[src/rtl/vc_pop_arbiter.sv]
// Read-side pop controller for the VC0/VC1 FIFOs: VC0 priority, pause stall, per-VC pop counters.
// Optional VC1 anti-starvation burst limit is enabled by defining VC1_ANTISTARVE_EN.
module vc_pop_arbiter #(
    parameter int BURST_MAX = 4,
    parameter int BURST_W   = 3,
    parameter int CNT_W     = 8
) (
    input  logic             clk,
    input  logic             reset_L,
    input  logic             VC0_empty,
    input  logic             VC1_empty,
    input  logic             D0_pause,
    input  logic             D1_pause,
    output logic             VC0_rd,
    output logic             VC1_rd,
    output logic             vc0_delay,
    output logic             idle_out,
    output logic [CNT_W-1:0] vc0_pop_cnt,
    output logic [CNT_W-1:0] vc1_pop_cnt
);

    localparam logic [1:0] ST_INIT   = 2'd0;
    localparam logic [1:0] ST_IDLE   = 2'd1;
    localparam logic [1:0] ST_ACTIVE = 2'd2;
    localparam logic [1:0] ST_PAUSE  = 2'd3;

    if (BURST_MAX >= (1 << BURST_W)) begin : g_burst_w_check
        $error("vc_pop_arbiter: BURST_W cannot hold BURST_MAX");
    end

    logic [1:0]       state_q, state_d;
    logic             idle_q, idle_d;
    logic [CNT_W-1:0] vc0_cnt_q, vc0_cnt_d;
    logic [CNT_W-1:0] vc1_cnt_q, vc1_cnt_d;
    logic             pause, any_data, pop_ok;
    logic             starve_force, grant1;
    logic             vc0_rd_w, vc1_rd_w;

    assign pause    = D0_pause | D1_pause;
    assign any_data = ~VC0_empty | ~VC1_empty;
    assign pop_ok   = (state_q == ST_ACTIVE) & ~pause;

    // VC1 wins only when VC0 has nothing, or when VC0 has used up its burst allowance.
    assign grant1   = VC0_empty | starve_force;
    assign vc0_rd_w = pop_ok & ~VC0_empty & ~grant1;
    assign vc1_rd_w = pop_ok & ~VC1_empty & grant1;

`ifdef VC1_ANTISTARVE_EN
    logic [BURST_W-1:0] burst_cnt_q, burst_cnt_d;

    assign starve_force = (burst_cnt_q == BURST_W'(BURST_MAX)) & ~VC1_empty;

    always_comb begin
        burst_cnt_d = burst_cnt_q;
        if (vc1_rd_w || VC1_empty) begin
            burst_cnt_d = '0;
        end else if (vc0_rd_w && (burst_cnt_q != BURST_W'(BURST_MAX))) begin
            burst_cnt_d = burst_cnt_q + BURST_W'(1);
        end
    end

    always_ff @(posedge clk or negedge reset_L) begin
        if (!reset_L) begin
            burst_cnt_q <= '0;
        end else begin
            burst_cnt_q <= burst_cnt_d;
        end
    end
`else
    assign starve_force = 1'b0;
`endif

    always_comb begin
        state_d = state_q;
        case (state_q)
            ST_INIT:   state_d = ST_IDLE;
            ST_IDLE: begin
                if (pause)         state_d = ST_PAUSE;
                else if (any_data) state_d = ST_ACTIVE;
            end
            ST_ACTIVE: begin
                if (pause)          state_d = ST_PAUSE;
                else if (!any_data) state_d = ST_IDLE;
            end
            ST_PAUSE: begin
                if (!pause) state_d = any_data ? ST_ACTIVE : ST_IDLE;
            end
            default:   state_d = ST_INIT;
        endcase
    end

    always_comb begin
        idle_d    = (state_d == ST_IDLE);
        vc0_cnt_d = vc0_cnt_q;
        vc1_cnt_d = vc1_cnt_q;
        if (vc0_rd_w) vc0_cnt_d = vc0_cnt_q + CNT_W'(1);
        if (vc1_rd_w) vc1_cnt_d = vc1_cnt_q + CNT_W'(1);
    end

    always_ff @(posedge clk or negedge reset_L) begin
        if (!reset_L) begin
            state_q   <= ST_INIT;
            idle_q    <= 1'b0;
            vc0_cnt_q <= '0;
            vc1_cnt_q <= '0;
        end else begin
            state_q   <= state_d;
            idle_q    <= idle_d;
            vc0_cnt_q <= vc0_cnt_d;
            vc1_cnt_q <= vc1_cnt_d;
        end
    end

    assign VC0_rd      = vc0_rd_w;
    assign VC1_rd      = vc1_rd_w;
    assign vc0_delay   = vc1_rd_w;
    assign idle_out    = idle_q;
    assign vc0_pop_cnt = vc0_cnt_q;
    assign vc1_pop_cnt = vc1_cnt_q;

endmodule

[config.mk]
export PLATFORM = sky130hd
export DESIGN_NAME = vc_pop_arbiter
export DESIGN_NICKNAME = d
export VERILOG_FILES = /design/src/rtl/vc_pop_arbiter.sv
export SDC_FILE = /design/constraint.sdc
export NUM_CORES = 1
export LEC_CHECK = 0
export CAP_MARGIN = 20
export CORE_ASPECT_RATIO = 0.9
export CORE_MARGIN = 2
export CORE_UTILIZATION = 45
export CTS_BUF_LIST = sky130_fd_sc_hd__clkbuf_16
export CTS_CLUSTER_DIAMETER = 50
export DETAILED_ROUTE_END_ITERATION = 7
export GPL_ROUTABILITY_DRIVEN = 0
export PLACE_DENSITY_LB_ADDON = 0.1
export SETUP_SLACK_MARGIN = 0.3
export SYNTH_ARGS = -nofsm -noshare
export SYNTH_HDL_FRONTEND = slang
export SYNTH_SLANG_ARGS = --single-unit
[constraint.sdc]
create_clock -name clk -period 4.5 [get_ports clk]
set_clock_uncertainty 0.15 [all_clocks]
set_input_delay 0.45 -clock clk [delete_from_list [all_inputs] [get_ports clk]]
set_output_delay 0.45 -clock clk [all_outputs]
set_load 0.01 [all_outputs]
# Word-level counts from Yosys, hierarchy flattened
# Cells that the tools add are included.
# W data, S select, Z words.
[totals] inputBits=6 elab_cells=28 ff_bits=19 output_inout_bits=20
[op_classes] bitwise=10 reduce_logical=1 add_sub_neg=2 eq_ne=4 n_mux=7
[op_table] op="$add A8 B1 Y8 const B" n=2
[op_table] op="$mux W2" n=6
[op_table] op="$pmux W2 S4" n=1
[op_table] op="$and A1 B1 Y1" n=5
[op_table] op="$eq A2 B1 Y1 const B" n=2
[op_table] op="$eq A2 B2 Y1 const B" n=2
[op_table] op="$not A1 Y1" n=3
[op_table] op="$logic_not A2 Y1" n=1
[op_table] op="$or A1 B1 Y1" n=2

# Logic depth before layout (Yosys ltp)
[depth] ltp_word=6 mapped_depth=5 mapped_depth_nobuf=4

# Worst setup path before layout
# Ideal clock, no wire load.
[synth_path] path_kind="in2out" from="input port D1_pause" to="output port vc0_delay" t_arrival_ns=1.594 required_time_ns=3.900 setup_slack_ns=2.306 path_buffers=2 path_stages=4 cell_sequence="or4b_1 > buf_6 > nor3b_4 > buf_4"
[synth_between] elab_chain_len=5
[synth_lines] element="start, declared" line="13" rtl="input logic D1_pause,"
[synth_lines] element="$or A1 B1 Y1" line="39" rtl="assign pause = D0_pause | D1_pause;"
[synth_lines] element="$not A1 Y1" line="41" rtl="assign pop_ok = (state_q == ST_ACTIVE) & ~pause;"
[synth_lines] element="$and A1 B1 Y1" line="41"
[synth_lines] element="$and A1 B1 Y1 (2 in series)" line="46" rtl="assign vc1_rd_w = pop_ok & ~VC1_empty & grant1;"
[synth_lines] element="end, declared" line="16" rtl="output logic vc0_delay,"
# No other way between the ends.

# Worst setup path after layout
[layout_path] from="input port D1_pause" to="output port VC1_rd"
[layout_between] elab_chain_len=5
[layout_lines] element="$or A1 B1 Y1" line="39"
[layout_lines] element="$not A1 Y1" line="41"
[layout_lines] element="$and A1 B1 Y1" line="41"
[layout_lines] element="$and A1 B1 Y1 (2 in series)" line="46"
[layout_lines] element="end, declared" line="15" rtl="output logic VC1_rd,"
# No other way between the ends.

==> results_dict.tcl <==
set metrics [dict create \
    outcome "complete, no violations" \
    yosysWarnings 0 \
    post_synth.cell_area_avg_um2 12.38 \
    antenna_found_initial 0 \
    clock_tree_from_tritoncts "yes" \
    fmax_mhz 309.4 \
    num-nets-final 108 \
    synthTopCellsByCount "19 x sky130_fd_sc_hd__dfrtp_1, 11 x sky130_fd_sc_hd__xor2_1, 5 x sky130_fd_sc_hd__nor2_1, 5 x sky130_fd_sc_hd__nor3_1" \
    worst_ep_arrival_time_ns 2.63 \
    slew_headroom 0.4392 \
    fin_crit_ns 3.232 \
    critPathTopFamily "simple AND/OR/NAND/NOR gates" \
    clock_pin_transition_on_the_worst_setup_and_hold_timing_paths_ns 0.05 \
    total_leakage_power_nw 0.5643 \
    grt_first_pass_wirelength_um 2573 \
    synthesis.nets 82 \
    design.die.area_um2 2413 \
    final.setup.tns_ns 0 \
    detail_route.drc_violations 0 \
    crit_fanout 14 \
    grt_setup_unrepaired "no" \
    synthMostInstantiatedCell "sky130_fd_sc_hd__dfrtp_1" \
    worstHoldPathCells 1 \
    cts_buffer_depth 2 \
    ys_seq_elements 19 \
    core_area_um2 1914 \
    clock_buffer_count_from_cts 3 \
    diode_count 0 \
    detail_route.wirelength_um 1519 \
    post_synth_main_area_contributors "sky130_fd_sc_hd__dfrtp_1 52%, sky130_fd_sc_hd__xor2_1 11%, sky130_fd_sc_hd__nor4_4 4.6%" \
    start_kind "input pin" \
    worst_path_largest_cell_delay_ns 0.83 \
    pwr_density_cell_nw_per_um2 370.6 \
    synth_top_cell_by_area "sky130_fd_sc_hd__dfrtp_1" \
    post_drt_via_cell_ratio 4.911 \
    maxcap_violations 0 \
    grt.overflow.total 0 \
    pin_count_of_the_biggest_net_entering_global_routing 20 \
    all_layer_gr_usage 0.1485 \
    cts_hold_buf 0 \
    timing.critical_path.buf_inv 2 \
    startpoint_to_endpoint_class_of_the_critical_path "in2out" \
    synthFlopType "sky130_fd_sc_hd__dfrtp_1" \
    ordered_cell_list_for_the_critical_path "clkdlybuf4s50_1, or4b_1, nor3b_4, clkdlybuf4s50_1" \
    route.vias.total 609 \
    hold-path-endpoint "vc0_pop_cnt[7]" \
    hold_class "reg2reg" \
    synth.yosys.seq_area_share 0.5191 \
    ctsResizeCount 0 \
    place_hpwl_um 1107 \
    vdd_ir_drop_max_mv 0.2538 \
    clock_latency_ns 0.24 \
    worst_r2r_endpoint "vc1_pop_cnt[1]" \
    final_hold_viol_count 0 \
    cp_slowest_cell "sky130_fd_sc_hd__or4b_1" \
    ios 26 \
    reg2reg_from "state_q[0]" \
    hold_path_startpoint "vc0_pop_cnt[7]" \
    dieWidth_um 51.56 \
    clock-sinks 19 \
    synth_edf_count 0 \
    number_of_endpoints_failing_setup_at_the_final_stage 0 \
    ant_nets 0 \
    syn_area_um2 915.9 \
    setup.worst_path.end_class "primary output" \
    synth.lib_cells_used.distinct 23 \
    synthArstFlopShare 1.000 \
    drt_first_pass_iters 4 \
    reg2regPathDepth 3 \
    initial_standard_cell_utilization_of_the_core 0.4784 \
    drive_gt1_frac 0.1010 \
    detail_route.wl_per_cell_um 12.25 \
    worst_path_most_repeated_cell "sky130_fd_sc_hd__clkdlybuf4s50_1" \
    rrSetupSlack_ns 2.36 \
    final_core_util 0.6438 \
    via_count_of_the_first_global_routing_pass 562 \
    rows 15 \
    synth_top_cell_area_share 0.5191 \
    drt_first_iter_violations 8 \
    post_cts_setup_driven_buffer_insertion_count 0 \
    report.final.slew_viol_count 0 \
    worst_slew_pin_slew_ns 0.8385 \
    port_buffers 25 \
    fin_crit_sh 0.7182 \
    floorplan.die.height_um 46.80 \
    cts-htree-levels 1 \
    clk_root_buffer_cell "sky130_fd_sc_hd__clkbuf_16" \
    syn2layout_area_growth_pct 34.56 \
    critPathRequiredTime_ns 3.90 \
    post_synth_inst_count 74 \
]
## routing by layer
| metal | routed length, um | share of wire | track usage |
|---|---|---|---|
| met4 | 9 | 0.0059 | 0.06316 |
| met5 | 0 | 0 | 0 |
| met3 | 86 | 0.057 | 0.04459 |
| met1 | 779 | 0.51 | 0.2073 |
| met2 | 645 | 0.42 | 0.2179 |
## cell families (layout without fill, tap and decap cells)
kind of cell / after synthesis / after routing / share of synthesized area
and+or+nand+nor: 28 / 28 / 0.2200
DFF: 19 / 19 / 0.5191
xor gates and xnor gates: 14 / 14 / 0.1339
buffers and inverters: 8 / 33 / 0.06557
adders and majority gates: 2 / 2 / 0.02732
muxes: 2 / 2 / 0.02459
AOI/OAI and AO/OA: 1 / 1 / 0.009565
## stage by stage
step / instance area, um^2 / setup WS (ns) / hold WS (ns) / cells / total power [mW]
final: 1232 / 1.268 / 0.3115 / 124 / 0.4567
after global routing: 1232 / 1.179 / 0.3397 / 124 / 0.4812
after CTS: 1232 / 1.246 / 0.3187 / 124 / 0.4657
after detailed placement: 1152 / 1.260 / 0.3071 / 120 / 0.2820
after global placement: 1152 / 1.264 / 0.3040 / 120 / 0.2808
after floorplan: 915.9 / 2.306 / 0.004409 / 74 / 0.2367
## placed cells by master, fill, tap and decap left out, types with 3 or more instances in the layout
cell and instances:
sky130_fd_sc_hd__nand2_1 4, sky130_fd_sc_hd__nor3_1 5, sky130_fd_sc_hd__inv_1 4, sky130_fd_sc_hd__xor2_1 11, sky130_fd_sc_hd__dfrtp_1 19, sky130_fd_sc_hd__clkdlybuf4s50_1 25, sky130_fd_sc_hd__xnor2_1 3, sky130_fd_sc_hd__clkbuf_16 3
sky130_fd_sc_hd__nor2_1 5
## layout make-up
cell class / count / area, um^2
Multi-Input combinational cell: 47 / 380.4
Sequential cell: 19 / 475.5
Clock buffer: 3 / 75.07
Inverter: 4 / 15.01
Timing Repair Buffer: 25 / 250.2
Tap cell: 25 / 31.28
Fill cell: 164 / 681.9
Clock inverter: 1 / 5.005
## flip-flops by register name (all words and copies together), names as in the netlist
signal	cells
vc0_pop_cnt	8
vc1_pop_cnt	8
state_q	2
idle_out	1
## power by group
part           switching (mW)  total [mW]  internal (mW)
Clock                  0.0600       0.179          0.119
Sequential             0.0176       0.204          0.187
Combinational          0.0295      0.0733         0.0438
## worst max-delay path by stage
stage	slack, ns	startpoint	end	depth (start not counted)
final	1.27	D1_pause	VC1_rd	4
after detailed placement	1.26	D1_pause	vc0_delay	4
after CTS	1.25	D1_pause	VC1_rd	4
after global routing	1.18	D1_pause	VC0_rd	4
after global placement	1.26	D1_pause	VC1_rd	4
after floorplan	2.31	D1_pause	vc0_delay	4
(Power assumes the default switching activity.)
